$ cat config.mk
export PLATFORM = sky130hd
export DESIGN_NAME = alu_execute
export DESIGN_NICKNAME = d
export VERILOG_FILES = /design/src/rtl/alu_execute.sv
export SDC_FILE = /design/constraint.sdc
export NUM_CORES = 1
export LEC_CHECK = 0
export CAP_MARGIN = 0
export CELL_PAD_IN_SITES_DETAIL_PLACEMENT = 0
export CELL_PAD_IN_SITES_GLOBAL_PLACEMENT = 1
export CORE_AREA = 2 2 123 125
export CTS_CLUSTER_DIAMETER = 60
export CTS_CLUSTER_SIZE = 25
export DETAILED_ROUTE_END_ITERATION = 8
export DIE_AREA = 0 0 125 127
export GPL_ROUTABILITY_DRIVEN = 0
export PLACE_DENSITY_LB_ADDON = 0.25
export SLEW_MARGIN = 0
export SYNTH_ARGS = -nofsm -noshare
export SYNTH_HDL_FRONTEND = slang
export SYNTH_SLANG_ARGS = --single-unit
$ cat constraint.sdc
create_clock -name clk -period 3.8 [get_ports clk]
set_input_delay 0.76 -clock clk [delete_from_list [all_inputs] [get_ports clk]]
set_output_delay 0.76 -clock clk [all_outputs]
set_load 0.01 [all_outputs]
$ cat src/rtl/alu_execute.sv
// alu_execute: two-stage pipelined ALU (add/sub/and/or/slt) with valid/ready handshakes and status flags
module alu_execute #(
  parameter int WIDTH = 16,
  parameter int TAGW = 4
) (
  input  logic             clk,
  input  logic             reset,
  input  logic             in_valid,
  output logic             in_ready,
  input  logic [3:0]       alu_code,
  input  logic [WIDTH-1:0] operand_a,
  input  logic [WIDTH-1:0] operand_b,
  input  logic [TAGW-1:0]  dest_in,
  output logic             out_valid,
  input  logic             out_ready,
  output logic [WIDTH-1:0] result,
  output logic [TAGW-1:0]  dest_out,
  output logic             flag_z,
  output logic             flag_n,
  output logic             flag_c,
  output logic             flag_v,
  output logic             illegal,
  output logic [15:0]      retired
);
  logic             s1_valid;
  logic [3:0]       s1_code;
  logic [WIDTH-1:0] s1_a, s1_b;
  logic [TAGW-1:0]  s1_dest;
  logic             s2_free, s1_adv, accept;
  logic [WIDTH:0]   sum, diff;
  logic [WIDTH-1:0] r;
  logic             c, v, ill;
  assign s2_free  = !out_valid || out_ready;
  assign s1_adv   = s1_valid && s2_free;
  assign in_ready = !s1_valid || s2_free;
  assign accept   = in_valid && in_ready;
  assign sum      = {1'b0, s1_a} + {1'b0, s1_b};
  assign diff     = {1'b0, s1_a} - {1'b0, s1_b};
  // diff's top bit is the unsigned borrow; overflow is judged from sign bits alone
  always_comb begin
    r = '0;
    c = 1'b0;
    v = 1'b0;
    ill = 1'b0;
    case (s1_code)
      4'd0: r = '0;
      4'd1: begin
        r = sum[WIDTH-1:0];
        c = sum[WIDTH];
        v = (s1_a[WIDTH-1] == s1_b[WIDTH-1]) && (sum[WIDTH-1] != s1_a[WIDTH-1]);
      end
      4'd2: begin
        r = diff[WIDTH-1:0];
        c = diff[WIDTH];
        v = (s1_a[WIDTH-1] != s1_b[WIDTH-1]) && (diff[WIDTH-1] != s1_a[WIDTH-1]);
      end
      4'd3: r = s1_a & s1_b;
      4'd4: r = s1_a | s1_b;
      4'd5: r = {{(WIDTH-1){1'b0}}, $signed(s1_a) < $signed(s1_b)};
      default: ill = 1'b1;
    endcase
  end
  always_ff @(posedge clk or posedge reset) begin
    if (reset) begin
      s1_valid <= 1'b0;
      s1_code  <= '0;
      s1_a     <= '0;
      s1_b     <= '0;
      s1_dest  <= '0;
    end else begin
      if (accept) begin
        s1_valid <= 1'b1;
        s1_code  <= alu_code;
        s1_a     <= operand_a;
        s1_b     <= operand_b;
        s1_dest  <= dest_in;
      end else if (s1_adv) s1_valid <= 1'b0;
    end
  end
  always_ff @(posedge clk or posedge reset) begin
    if (reset) begin
      out_valid <= 1'b0;
      result    <= '0;
      dest_out  <= '0;
      flag_z    <= 1'b0;
      flag_n    <= 1'b0;
      flag_c    <= 1'b0;
      flag_v    <= 1'b0;
      illegal   <= 1'b0;
      retired   <= '0;
    end else begin
      if (s1_adv) begin
        out_valid <= 1'b1;
        result    <= r;
        dest_out  <= s1_dest;
        flag_z    <= r == '0;
        flag_n    <= r[WIDTH-1];
        flag_c    <= c;
        flag_v    <= v;
        illegal   <= ill;
      end else if (out_ready) out_valid <= 1'b0;
      if (out_valid && out_ready) retired <= retired + 16'd1;
    end
  end
endmodule

# ---- Yosys cells after proc, flatten, opt, wreduce, memory -nomap -nowiden
# Cells that the tools add are included.
dict set report op_classes {
  add_sub_neg 3
  n_lt_le_gt_ge 1
  eq_ne 9
  mux 8
  bitwise 2
  n_reduce_logical 14
}
# op n
set op_table {}
lappend op_table {{$pmux W16 S5} 1}
lappend op_table {{$add A16 B16 Y17} 1}
lappend op_table {{$sub A16 B16 Y17} 1}
lappend op_table {{$add A16 B1 Y16 const B} 1}
lappend op_table {{$and A16 B16 Y16} 1}
lappend op_table {{$logic_not A16 Y1} 1}
lappend op_table {{$lt A16 B16 Y1} 1}
lappend op_table {{$or A16 B16 Y16} 1}
lappend op_table {{$eq A4 B2 Y1 const B} 2}
lappend op_table {{$eq A4 B3 Y1 const B} 2}
lappend op_table {{$reduce_or A6 Y1} 1}
lappend op_table {{$logic_and A1 B1 Y1} 5}
lappend op_table {{$mux W1} 5}
lappend op_table {{$eq A4 B1 Y1 const B} 1}
lappend op_table {{$logic_not A4 Y1} 1}
lappend op_table {{$pmux W1 S2} 2}
lappend op_table {{$reduce_bool A2 Y1} 2}
lappend op_table {{$ne A1 B1 Y1} 3}
lappend op_table {{$logic_not A1 Y1} 2}
lappend op_table {{$logic_or A1 B1 Y1} 2}
lappend op_table {{$eq A1 B1 Y1} 1}
dict set report totals {
  ff_bits 83
  inputBits 44
  out_inout_bits 43
  elab_cells 51
}

# ---- Depth between registers and ports, before layout
# Gate-level depths: netlist of the first run.
dict set report logic_depth {
  word_depth 5
  ltp_mapped 12
  mapped_depth_nobuf 12
}

# ---- Worst setup path after synthesis of the first run
# OpenSTA, ideal clock, no wires.
dict set report synth_path {
  path_type {register -> register}
  from {register s1_a[1]}
  to {register flag_v}
  arrival_time_ns 2.703
  setup_slack_ns 0.972
  path_stages_with_launch 12
  path_buffers 0
  path_cell_list {dfrtp_1 > inv_1 > ha_1 > or2_1 > a221oi_2 > o31ai_2 > o311ai_4 > a31oi_1 > o21ai_0 > nor2_1 > mux4_2 > mux2_2}
}
dict set report synth_via {
  elab_chain_len 4
  word_cells_on_any_way 7
}
# item line
set synth_lines {}
lappend synth_lines {{start: declaration} 27} ;# logic [WIDTH-1:0] s1_a, s1_b;
lappend synth_lines {{start signal: assignment} 74} ;# s1_a <= operand_a;
lappend synth_lines {{$sub A16 B16 Y17 or $add A16 B16 Y17 (tied branches)} {38, 37}}
lappend synth_lines {{$ne A1 B1 Y1, on equally long branches} {55, 50}}
lappend synth_lines {{$logic_and A1 B1 Y1, on equally long branches} {55, 50}}
lappend synth_lines {{$pmux W1 S2 (*)} 45} ;# case (s1_code)
lappend synth_lines {{end signal: assignment} 99} ;# flag_v <= v;
lappend synth_lines {{end: declaration} 21} ;# output logic flag_v,
# Mark *: on every way between the ends. The rest lies on a longest branch, timed or not.
# A chain may end at the register's enable or synchronous reset.

# ---- Final worst setup path of the first run
dict set report layout_path {
  from {register s1_a[0]}
  to {register flag_z}
}
dict set report layout_via {
  elab_chain_len 3
  word_cells_on_any_way 7
}
# item line
set layout_lines {}
lappend layout_lines {{$sub A16 B16 Y17, or another cell as far along} 38} ;# assign diff = {1'b0, s1_a} - {1'b0, s1_b};
lappend layout_lines {{$pmux W16 S5 (*)} 45}
lappend layout_lines {{$logic_not A16 Y1 (*)} 96} ;# flag_z <= r == '0;
lappend layout_lines {{end signal: assignment} 85} ;# flag_z <= 1'b0;
lappend layout_lines {{end signal: assignment} 96}
lappend layout_lines {{end: declaration} 18} ;# output logic flag_z,
# Marked as above.

==> flow_summary.json, run 1 <==
{
  "status": "finished, final reports clean",
  "cts_tree": "built",
  "hp-class": "reg -> reg",
  "initial_core_util": 0.396,
  "final_cell_mix": "86 x clkdlybuf4s50_1, 82 x dfrtp_1, 56 x ha_1, 52 x mux2_2, 48 x nand2_1",
  "final_common_cell": "clkdlybuf4s50_1",
  "finalCriticalPeriod_ns": 3.35,
  "first_global_vias": 4781,
  "clk_path_buf_depth": 2,
  "finalSetupTns_ns": 0,
  "setup_slack_ns": 0.452,
  "ys_seq_elements": 82,
  "grt_first_pass_wirelength_um": 24200,
  "regArea_mm2": 0.00205,
  "rsz0062_at_grt": "no",
  "syn_to_final_growth_pct": 22.6,
  "die_h_um": 127,
  "skew_ns": 0.00875,
  "gr-usage-met3": 0.0373,
  "cts-resized-gates": 0,
  "synth.distinct_cells": 71,
  "vias_per_cell": 5.56,
  "grt_overflow": 0,
  "multi_input_area_mm2": 0.00334,
  "yosys_most_used_dff": "dfrtp_1",
  "synth_compound_area_frac": 0.170,
  "power-per-cell-area_mw_per_mm2": 514,
  "setup_viol": 0,
  "portBuffers": 86,
  "synth_area_leader_cell": "dfrtp_1",
  "synth_fa_ha_area_frac": 0.130,
  "path_clk_slew_ns": 0.07,
  "clock_latency_ns": 0.35,
  "grt.busiest_layer": "met2",
  "slew_headroom": 0.340,
  "track_usage": 0.189,
  "cp_data_required_time_ns": 4.09,
  "hold_viol": 0,
  "cts_buffers": 9,
  "startpoint": "s1_a[0]$_DFFE_PP0P_",
  "drc": 0,
  "post_cts_buffers": 0,
  "yosys_warnings": 0,
  "async_reset_ff_frac": 1.00,
  "critPathLaunchType": "flip-flop",
  "die_area_mm2": 0.0159,
  "ys_seq_area_frac": 0.359,
  "hold_buffers": 0,
  "grt_max_degree": 47,
  "slew_violations": 0,
  "drt-total-wl_um": 14600,
  "grt_use_met1": 0.234,
  "leakage_uw": 0.00307,
  "htree_num_levels": 3,
  "clock-sinks": 82,
  "synth_xor_area_frac": 0.0276,
  "hpwl_um": 10900,
  "antenna_found_initial": 0,
  "ios": 87,
  "critPathMaxFanout": 4,
  "synth_nets": 687,
  "design.core.area_mm2": 0.0144,
  "synthMuxAreaShare": 0.112,
  "die_x_um": 125,
  "syn_area_mm2": 0.00571,
  "vias": 4712,
  "vdd_drop_max_uv": 287,
  "arrival_ns": 3.64,
  "worst_pin_slew_ns": 0.986,
  "cp-end-kind": "flip-flop",
  "synth-simple-area-share": 0.143,
  "std_cell_rows": 44,
  "globalRouteMet2Util": 0.327,
  "clock.fmax_mhz": 299,
  "root_buffer": "clkbuf_16",
  "min_from": "retired[15]$_DFFE_PP0P_",
  "synth_top_area_frac": 0.359,
  "regToRegStartpoint": "s1_a[0]$_DFFE_PP0P_",
  "synth_edf_count": 0,
  "final.period_utilization": 0.881,
  "syn_inst": 585,
  "synth_top_family_by_area": "compound AO/OA/AOI/OAI gates",
  "synthTopCellsByArea": "dfrtp_1 36%, ha_1 12%, mux2_2 10%",
  "avgRoutedWirePerCell_um": 17.2,
  "dr.pass1.iters": 5,
  "criticalPathCategory": "reg -> reg",
  "drive_above_1_share": 0.146,
  "ant_nets": 0,
  "place_ws_ns": 0.515,
  "syn_area_per_cell_um2": 9.76,
  "drt_iter0_markers": 333,
  "cap_violations": 0,
  "num-fill-cells": 1381,
  "fin_nets": 760,
  "num_antenna_cells": 0
}
==> report_power, final <==
group	switching [uW]	leakage (uW)	internal, uW
Clock	386	0.000141	468
Combinational	808	0.00192	720
Sequential	169	0.00101	1050
==> cells by family after synthesis <==
logic type / Yosys count
multiplexers: 56
buffers and inverters: 74
flip-flops: 82
adder cells (fa/ha/maj): 58
AO/OA/AOI/OAI: 135
AND/OR/NAND/NOR: 162
XOR/XNOR: 18
==> final timing paths <==
path	slack, ns	depth (start not counted)	endpoint
min	0.48	1	retired[15]$_DFFE_PP0P_
min in group asynchronous	0.87	2	retired[15]$_DFFE_PP0P_
min reg2reg	0.48	1	retired[15]$_DFFE_PP0P_
max	0.45	12	flag_z$_DFFE_PP0P_
max reg2reg	0.45	12	flag_z$_DFFE_PP0P_
max in group asynchronous	2.25	3	s1_a[4]$_DFFE_PP0P_
==> registers in the layout, summed over array words and instances (netlist names), 4 cells and up <==
signal	count
dest_out	4
result	16
retired	16
s1_a	16
s1_b	16
s1_code	4
s1_dest	4
==> final cells by class <==
type	instances	area share
well taps	184	0.0329
inverters	43	0.0232
clock inverters	6	0.00715
flip-flops and latches	82	0.293
multi-input cells	429	0.477
repair buffers	93	0.132
clock buffers	10	0.0341
==> critical path: stages (launching register included) <==
cell and delay, ns:
dfrtp_1 0.36, inv_1 0.07, ha_1 0.23, fa_1 0.42, nor2_1 0.19, o311ai_2 0.16, a2111oi_0 0.46, nor3_1 0.18
o21a_1 0.24, o21ai_0 0.26, o31ai_1 0.13, nor4_1 0.36, a32o_1 0.21
==> cell usage after synthesis (2+ instances only) <==
cell type	instances
a221o_1	5
xnor2_1	10
nand3_1	8
nand2b_1	8
mux2i_1	3
clkbuf_1	13
a31oi_1	3
a221oi_2	3
a22oi_1	3
nor4_1	5
and3_1	3
buf_2	9
nand4_1	9
ha_1	56
a32o_1	2
o211ai_1	6
a2111oi_0	2
a221oi_1	5
o21a_1	2
dfrtp_1	82
or4b_2	4
fa_1	2
mux2_2	52
a21o_1	6
xor2_1	8
o221ai_1	5
or4_1	3
o21bai_1	2
o21ai_0	29
a21oi_1	27
inv_1	43
nand2_1	49
buf_4	6
nand4b_1	2
a211oi_1	3
a211o_1	3
a22o_1	2
o31ai_1	7
nor2b_1	3
nor3_1	15
o21ai_1	3
nor2_1	41
buf_6	3
o22ai_1	3
==> per-stage QoR <==
step	util	power, uW	instance area [um^2]	hold slack, ns	std cells
2_1_floorplan	-	2200	5710	0.475	585
3_3_place_gp	0.465	2730	6710	0.460	831
3_5_place_dp	0.465	2760	6710	0.466	831
4_1_cts	0.485	3630	7000	0.482	847
5_1_grt	0.485	3850	7000	0.519	847
6_report	0.485	3600	7000	0.476	847
==> per-layer routing <==
metal	share of wire	vias to the layer above
li1	-	2236
met2	0.50	154
met3	0.045	33
met4	0.024	0
met1	0.43	2289
met5	0	-
Note: power is estimated with default switching activity, not from simulation.
==> run 2, diff against run 1 <==
Settings changed: CAP_MARGIN 0 to unset, CORE_AREA 2 2 123 125 to 4 4 125 127, DIE_AREA 0 0 125 127 to 0 0 129 131.
==> run 2 against run 1 <==
  * Fmax increased by 1.7%
  * Largest power group unchanged
  * Sequential share of layout area increased by 0.10 points
  * Critical path depth unchanged
  * Combinational power about the same
  * Die area increased by 6.5%
  * Critical endpoint unchanged
==> flow_summary.json, run 2 (synthesis results as in run 1) <==
{
  "status": "finished, final reports clean",
  "grt.busiest_layer": "met2",
  "final_cells": 848,
  "ant_nets": 0,
  "leakage_uw": 0.00306,
  "num_antenna_cells": 0,
  "post_cts_buffers": 0,
  "grt_first_pass_wirelength_um": 23800,
  "final.period_utilization": 0.866,
  "arrival_ns": 3.57,
  "hold-worst-slack_ns": 0.474,
  "dr.pass1.iters": 5,
  "critPathLaunchType": "flip-flop",
  "grt_overflow": 0,
  "slew_violations": 0,
  "setup_viol": 0,
  "hpwl_um": 10900,
  "track_usage": 0.177,
  "vdd_drop_max_uv": 281,
  "first_global_vias": 4755,
  "syn_to_final_growth_pct": 22.2,
  "finalSetupTns_ns": 0,
  "holdPathStages": 1,
  "clock_latency_ns": 0.35,
  "clk_path_buf_depth": 2,
  "drc": 0,
  "drive_above_1_share": 0.146,
  "htree_num_levels": 3,
  "std_cell_rows": 44,
  "power-per-cell-area_mw_per_mm2": 512,
  "clock.fmax_mhz": 304,
  "hp-class": "reg -> reg",
  "cts_tree": "built",
  "critPathMaxFanout": 4,
  "grt_max_degree": 41,
  "drt_iter0_markers": 350,
  "antenna_found_initial": 0,
  "r2r_cells": 12,
  "vias": 4689,
  "crit_family": "compound AO/OA/AOI/OAI gates",
  "globalRouteMet2Util": 0.310,
  "path_clk_slew_ns": 0.07,
  "power_uw": 3570,
  "hold_buffers": 0,
  "gr-usage-met3": 0.0354,
  "root_buffer": "clkbuf_16",
  "initial_core_util": 0.396,
  "num-fill-cells": 1418,
  "cts-resized-gates": 0,
  "dp.cells": 832,
  "cp_slowest_cell": "a2111oi_0",
  "die_x_um": 129,
  "skew_ns": 0.00898,
  "slew_headroom": 0.506,
  "cap_violations": 0,
  "vias_per_cell": 5.53,
  "worst_pin_slew_ns": 0.736,
  "drt-total-wl_um": 14500,
  "cp_cell_sequence": "inv_1, ha_1, fa_1, nor2_1, o311ai_2, a2111oi_0, nor3_1, o31ai_1, mux2i_1, o21ai_0, nor4_1, a32o_1",
  "portBuffers": 86,
  "cts_buffers": 9,
  "final_cell_mix": "86 x clkdlybuf4s50_1, 82 x dfrtp_1, 56 x ha_1, 52 x mux2_2, 48 x nand2_1",
  "rsz0062_at_grt": "no",
  "criticalPathCategory": "reg -> reg",
  "die_area_mm2": 0.0169,
  "design.core.area_mm2": 0.0144,
  "final_common_cell": "clkdlybuf4s50_1",
  "ios": 87,
  "die_h_um": 131,
  "avgRoutedWirePerCell_um": 17.1,
  "critical_path_buf_inv_count": 1,
  "max_stage_delay_ns": 0.48,
  "cp.depth": 12,
  "cp_data_required_time_ns": 4.08,
  "hold_viol": 0,
  "fin_nets": 761,
  "clock-sinks": 82,
  "finalCriticalPeriod_ns": 3.29,
  "cp-end-kind": "flip-flop",
  "grt_use_met1": 0.224
}
==> run 2: cell types whose count changed in the layout (fill, tap and decap cells not counted), sizes merged <==
cell    before  now
inv         44   45
clkinv       4    3
buf          7    8
==> run 2: power breakdown <==
| part | leakage (uW) | internal (uW) | switching (uW) |
|---|---|---|---|
| Clock | 0.000135 | 453 | 385 |
| Sequential | 0.00101 | 1050 | 165 |
| Combinational | 0.00192 | 718 | 802 |
==> run 2: path summary, 6_finish.rpt <==
check / startpoint / endpoint / slack (ns)
min reg2reg: retired[15]$_DFFE_PP0P_ / retired[15]$_DFFE_PP0P_ / 0.47
min: retired[15]$_DFFE_PP0P_ / retired[15]$_DFFE_PP0P_ / 0.47
max in group asynchronous: reset / s1_b[9]$_DFFE_PP0P_ / 2.22
min in group asynchronous: reset / s1_dest[3]$_DFFE_PP0P_ / 0.82
max: s1_a[0]$_DFFE_PP0P_ / flag_z$_DFFE_PP0P_ / 0.51
max reg2reg: s1_a[0]$_DFFE_PP0P_ / flag_z$_DFFE_PP0P_ / 0.51
==> run 2: metrics by stage <==
| stage | util | worst slack, ns | instance area (um^2) |
|---|---|---|---|
| after CTS | 0.484 | 0.513 | 6980 |
| after global placement | 0.464 | 0.658 | 6700 |
| after floorplan | - | 0.932 | 5710 |
| final | 0.484 | 0.509 | 6980 |
| after global routing | 0.484 | 0.144 | 6980 |
| after detailed placement | 0.464 | 0.559 | 6700 |
==> run 2: worst register-to-register path: cells and delay by family, from the launching register on <==
kind	cells	cell delay [ns]
AOI/OAI and AO/OA	5	1.25
and+or+nand+nor	3	0.69
adders and majority gates	2	0.64
DFF	1	0.36
muxes	1	0.21
buffers and inverters	1	0.07
==> run 2: area by class of cell <==
| class | count | area [um^2] | share of cell area |
|---|---|---|---|
| timing repair buffer | 94 | 921 | 0.132 |
| clock buffer | 10 | 229 | 0.0328 |
| tap | 184 | 230 | 0.0330 |
| inverter | 43 | 163 | 0.0233 |
| clock inverter | 6 | 50.0 | 0.00717 |
| sequential | 82 | 2050 | 0.294 |
| multi-input combinational | 429 | 3330 | 0.478 |
==> run 2: per-layer routing <==
metal  up-vias  share of wire
met5         -              0
met4         0          0.011
met3        15          0.044
met2       145           0.51
met1      2282           0.44
li1       2247              -
==> run 3, diff against run 2 <==
Settings changed: CORE_AREA 4 4 125 127 to 4 4 119 133, DIE_AREA 0 0 129 131 to 0 0 123 137.
==> run 3 against run 2 <==
  * Clock skew is 0.0018 ns lower
  * Critical endpoint unchanged
  * Combinational power hardly changed
  * Worst setup slack worse by 0.087 ns
  * Total power is 3.7% higher
  * Core utilization is 0.78 points higher
  * First-iteration DRC count is 1.7% higher
  * Final cell count is 0.83% higher
  * Clock-buffer cell count is 1 lower
  * Largest cell class unchanged
  * Register-to-register slack worse by 0.09 ns
  * Non-clock buffer count stayed put
==> flow_summary.json, run 3 (synthesis results as in run 1) <==
{
  "status": "finished, final reports clean",
  "grt_overflow": 0,
  "holdPathStages": 1,
  "die_h_um": 137,
  "critPathMaxFanout": 15,
  "grt_max_degree": 36,
  "criticalPathCategory": "reg -> reg",
  "cts_tree": "built",
  "cts_buffers": 9,
  "p_int_uw": 2350,
  "reg2reg_to": "flag_z$_DFFE_PP0P_",
  "fin_nets": 761,
  "die_area_mm2": 0.0169,
  "drive_above_1_share": 0.146,
  "min_to": "retired[15]$_DFFE_PP0P_",
  "vias_per_cell": 5.53,
  "die_x_um": 123,
  "clock.fmax_mhz": 296,
  "clock_latency_ns": 0.34,
  "final.period_utilization": 0.889,
  "cp_cell_sequence": "inv_1, ha_1, nor2b_1, nor4_1, a2111oi_0, nor3_1, o21a_1, xor2_1, a211oi_1, and3_1, a32o_1",
  "avgRoutedWirePerCell_um": 17.5,
  "clk_path_buf_depth": 2,
  "syn_to_final_growth_pct": 23.4,
  "worst_pin_slew_ns": 0.926,
  "leakage_uw": 0.00308,
  "min_from": "retired[15]$_DFFE_PP0P_",
  "grt_first_pass_wirelength_um": 24500,
  "vdd_drop_max_uv": 207,
  "path_clk_slew_ns": 0.06,
  "pwr-share-comb": 0.413,
  "design.core.area_mm2": 0.0143,
  "skew_ns": 0.00717,
  "r2r_cells": 11,
  "finalSetupTns_ns": 0,
  "first_global_vias": 4870,
  "ios": 87,
  "netSwitchingFraction": 0.367,
  "hold_buffers": 0,
  "final_common_cell": "clkdlybuf4s50_1",
  "drt_iter0_markers": 356,
  "final_cell_mix": "86 x clkdlybuf4s50_1, 82 x dfrtp_1, 56 x ha_1, 52 x mux2_2, 48 x nand2_1",
  "initial_core_util": 0.398,
  "post_cts_buffers": 0,
  "critPathLaunchType": "flip-flop",
  "finalCriticalPeriod_ns": 3.38,
  "power-per-cell-area_mw_per_mm2": 526,
  "cts-resized-gates": 0,
  "arrival_ns": 3.66,
  "drt-total-wl_um": 14900,
  "clkPwrFrac": 0.256,
  "r2r_setup_slack_ns": 0.42,
  "rsz0062_at_grt": "no",
  "pwr-share-seq": 0.331,
  "dr.pass1.iters": 5,
  "track_usage": 0.184,
  "switchingPower_uw": 1360,
  "cp_data_required_time_ns": 4.09,
  "slew_headroom": 0.378,
  "cap_violations": 0,
  "root_buffer": "clkbuf_16",
  "vias": 4727,
  "power_uw": 3700,
  "std_cell_rows": 46,
  "slew_violations": 0,
  "ant_nets": 0,
  "cp-end-kind": "flip-flop",
  "setup_viol": 0,
  "htree_num_levels": 3,
  "fin_area_mm2": 0.00705,
  "clock-sinks": 82,
  "portBuffers": 86,
  "max_stage_delay_ns": 0.61,
  "hpwl_um": 11300,
  "hold_viol": 0,
  "cp_slowest_cell": "ha_1",
  "hp-class": "reg -> reg",
  "antenna_found_initial": 0,
  "num_antenna_cells": 0,
  "drc": 0,
  "crit_family": "simple AND/OR/NAND/NOR gates",
  "regToRegStartpoint": "s1_a[5]$_DFFE_PP0P_",
  "critical_path_buf_inv_count": 1,
  "dpl-instance-area_mm2": 0.00673
}
## run 3: how the worst max path moves through the flow
stage               cells after the start                      end                 from
global placement                       11       flag_z$_DFFE_PP0P_  s1_a[5]$_DFFE_PP0P_
detailed placement                     11       flag_z$_DFFE_PP0P_  s1_a[5]$_DFFE_PP0P_
CTS                                    11       flag_z$_DFFE_PP0P_  s1_a[5]$_DFFE_PP0P_
global route                           12       flag_z$_DFFE_PP0P_  s1_a[0]$_DFFE_PP0P_
finish                                 11       flag_z$_DFFE_PP0P_  s1_a[5]$_DFFE_PP0P_
floorplan                               1  dest_out[0]$_DFFE_PP0P_                reset
## run 3: routing by layer
layer	global-route usage	routed length, um	vias to the layer above
li1	-	-	2250
met1	0.223	6180	2312
met2	0.328	7770	135
met3	0.0248	616	30
met4	0.0745	380	0
met5	0	0	-
## run 3: final cells by class
class / count / area [um^2]
inverters: 43 / 163
clock buffers: 9 / 225
multi-input cells: 429 / 3340
flip-flops and latches: 82 / 2050
clock inverters: 6 / 90.1
well taps: 192 / 240
repair buffers: 94 / 933
fillers: 1331 / 7290
## run 3: per-stage QoR
step	util	hold slack [ns]	instances	setup WS (ns)
5_1_grt	0.492	0.508	855	0.127
3_5_place_dp	0.470	0.473	840	0.529
2_1_floorplan	-	0.475	585	0.932
3_3_place_gp	0.470	0.468	840	0.558
4_1_cts	0.492	0.483	855	0.489
6_report	0.492	0.475	855	0.423
## run 3: power groups by stage
| stage | Sequential, uW | Clock [uW] | Combinational, uW |
|---|---|---|---|
| final | 1230 | 949 | 1530 |
| after global routing | 1250 | 1010 | 1670 |
| after CTS | 1230 | 974 | 1530 |
| after detailed placement | 1240 | 0 | 1520 |
| after global placement | 1230 | 0 | 1510 |
| after floorplan | 1240 | 0 | 963 |
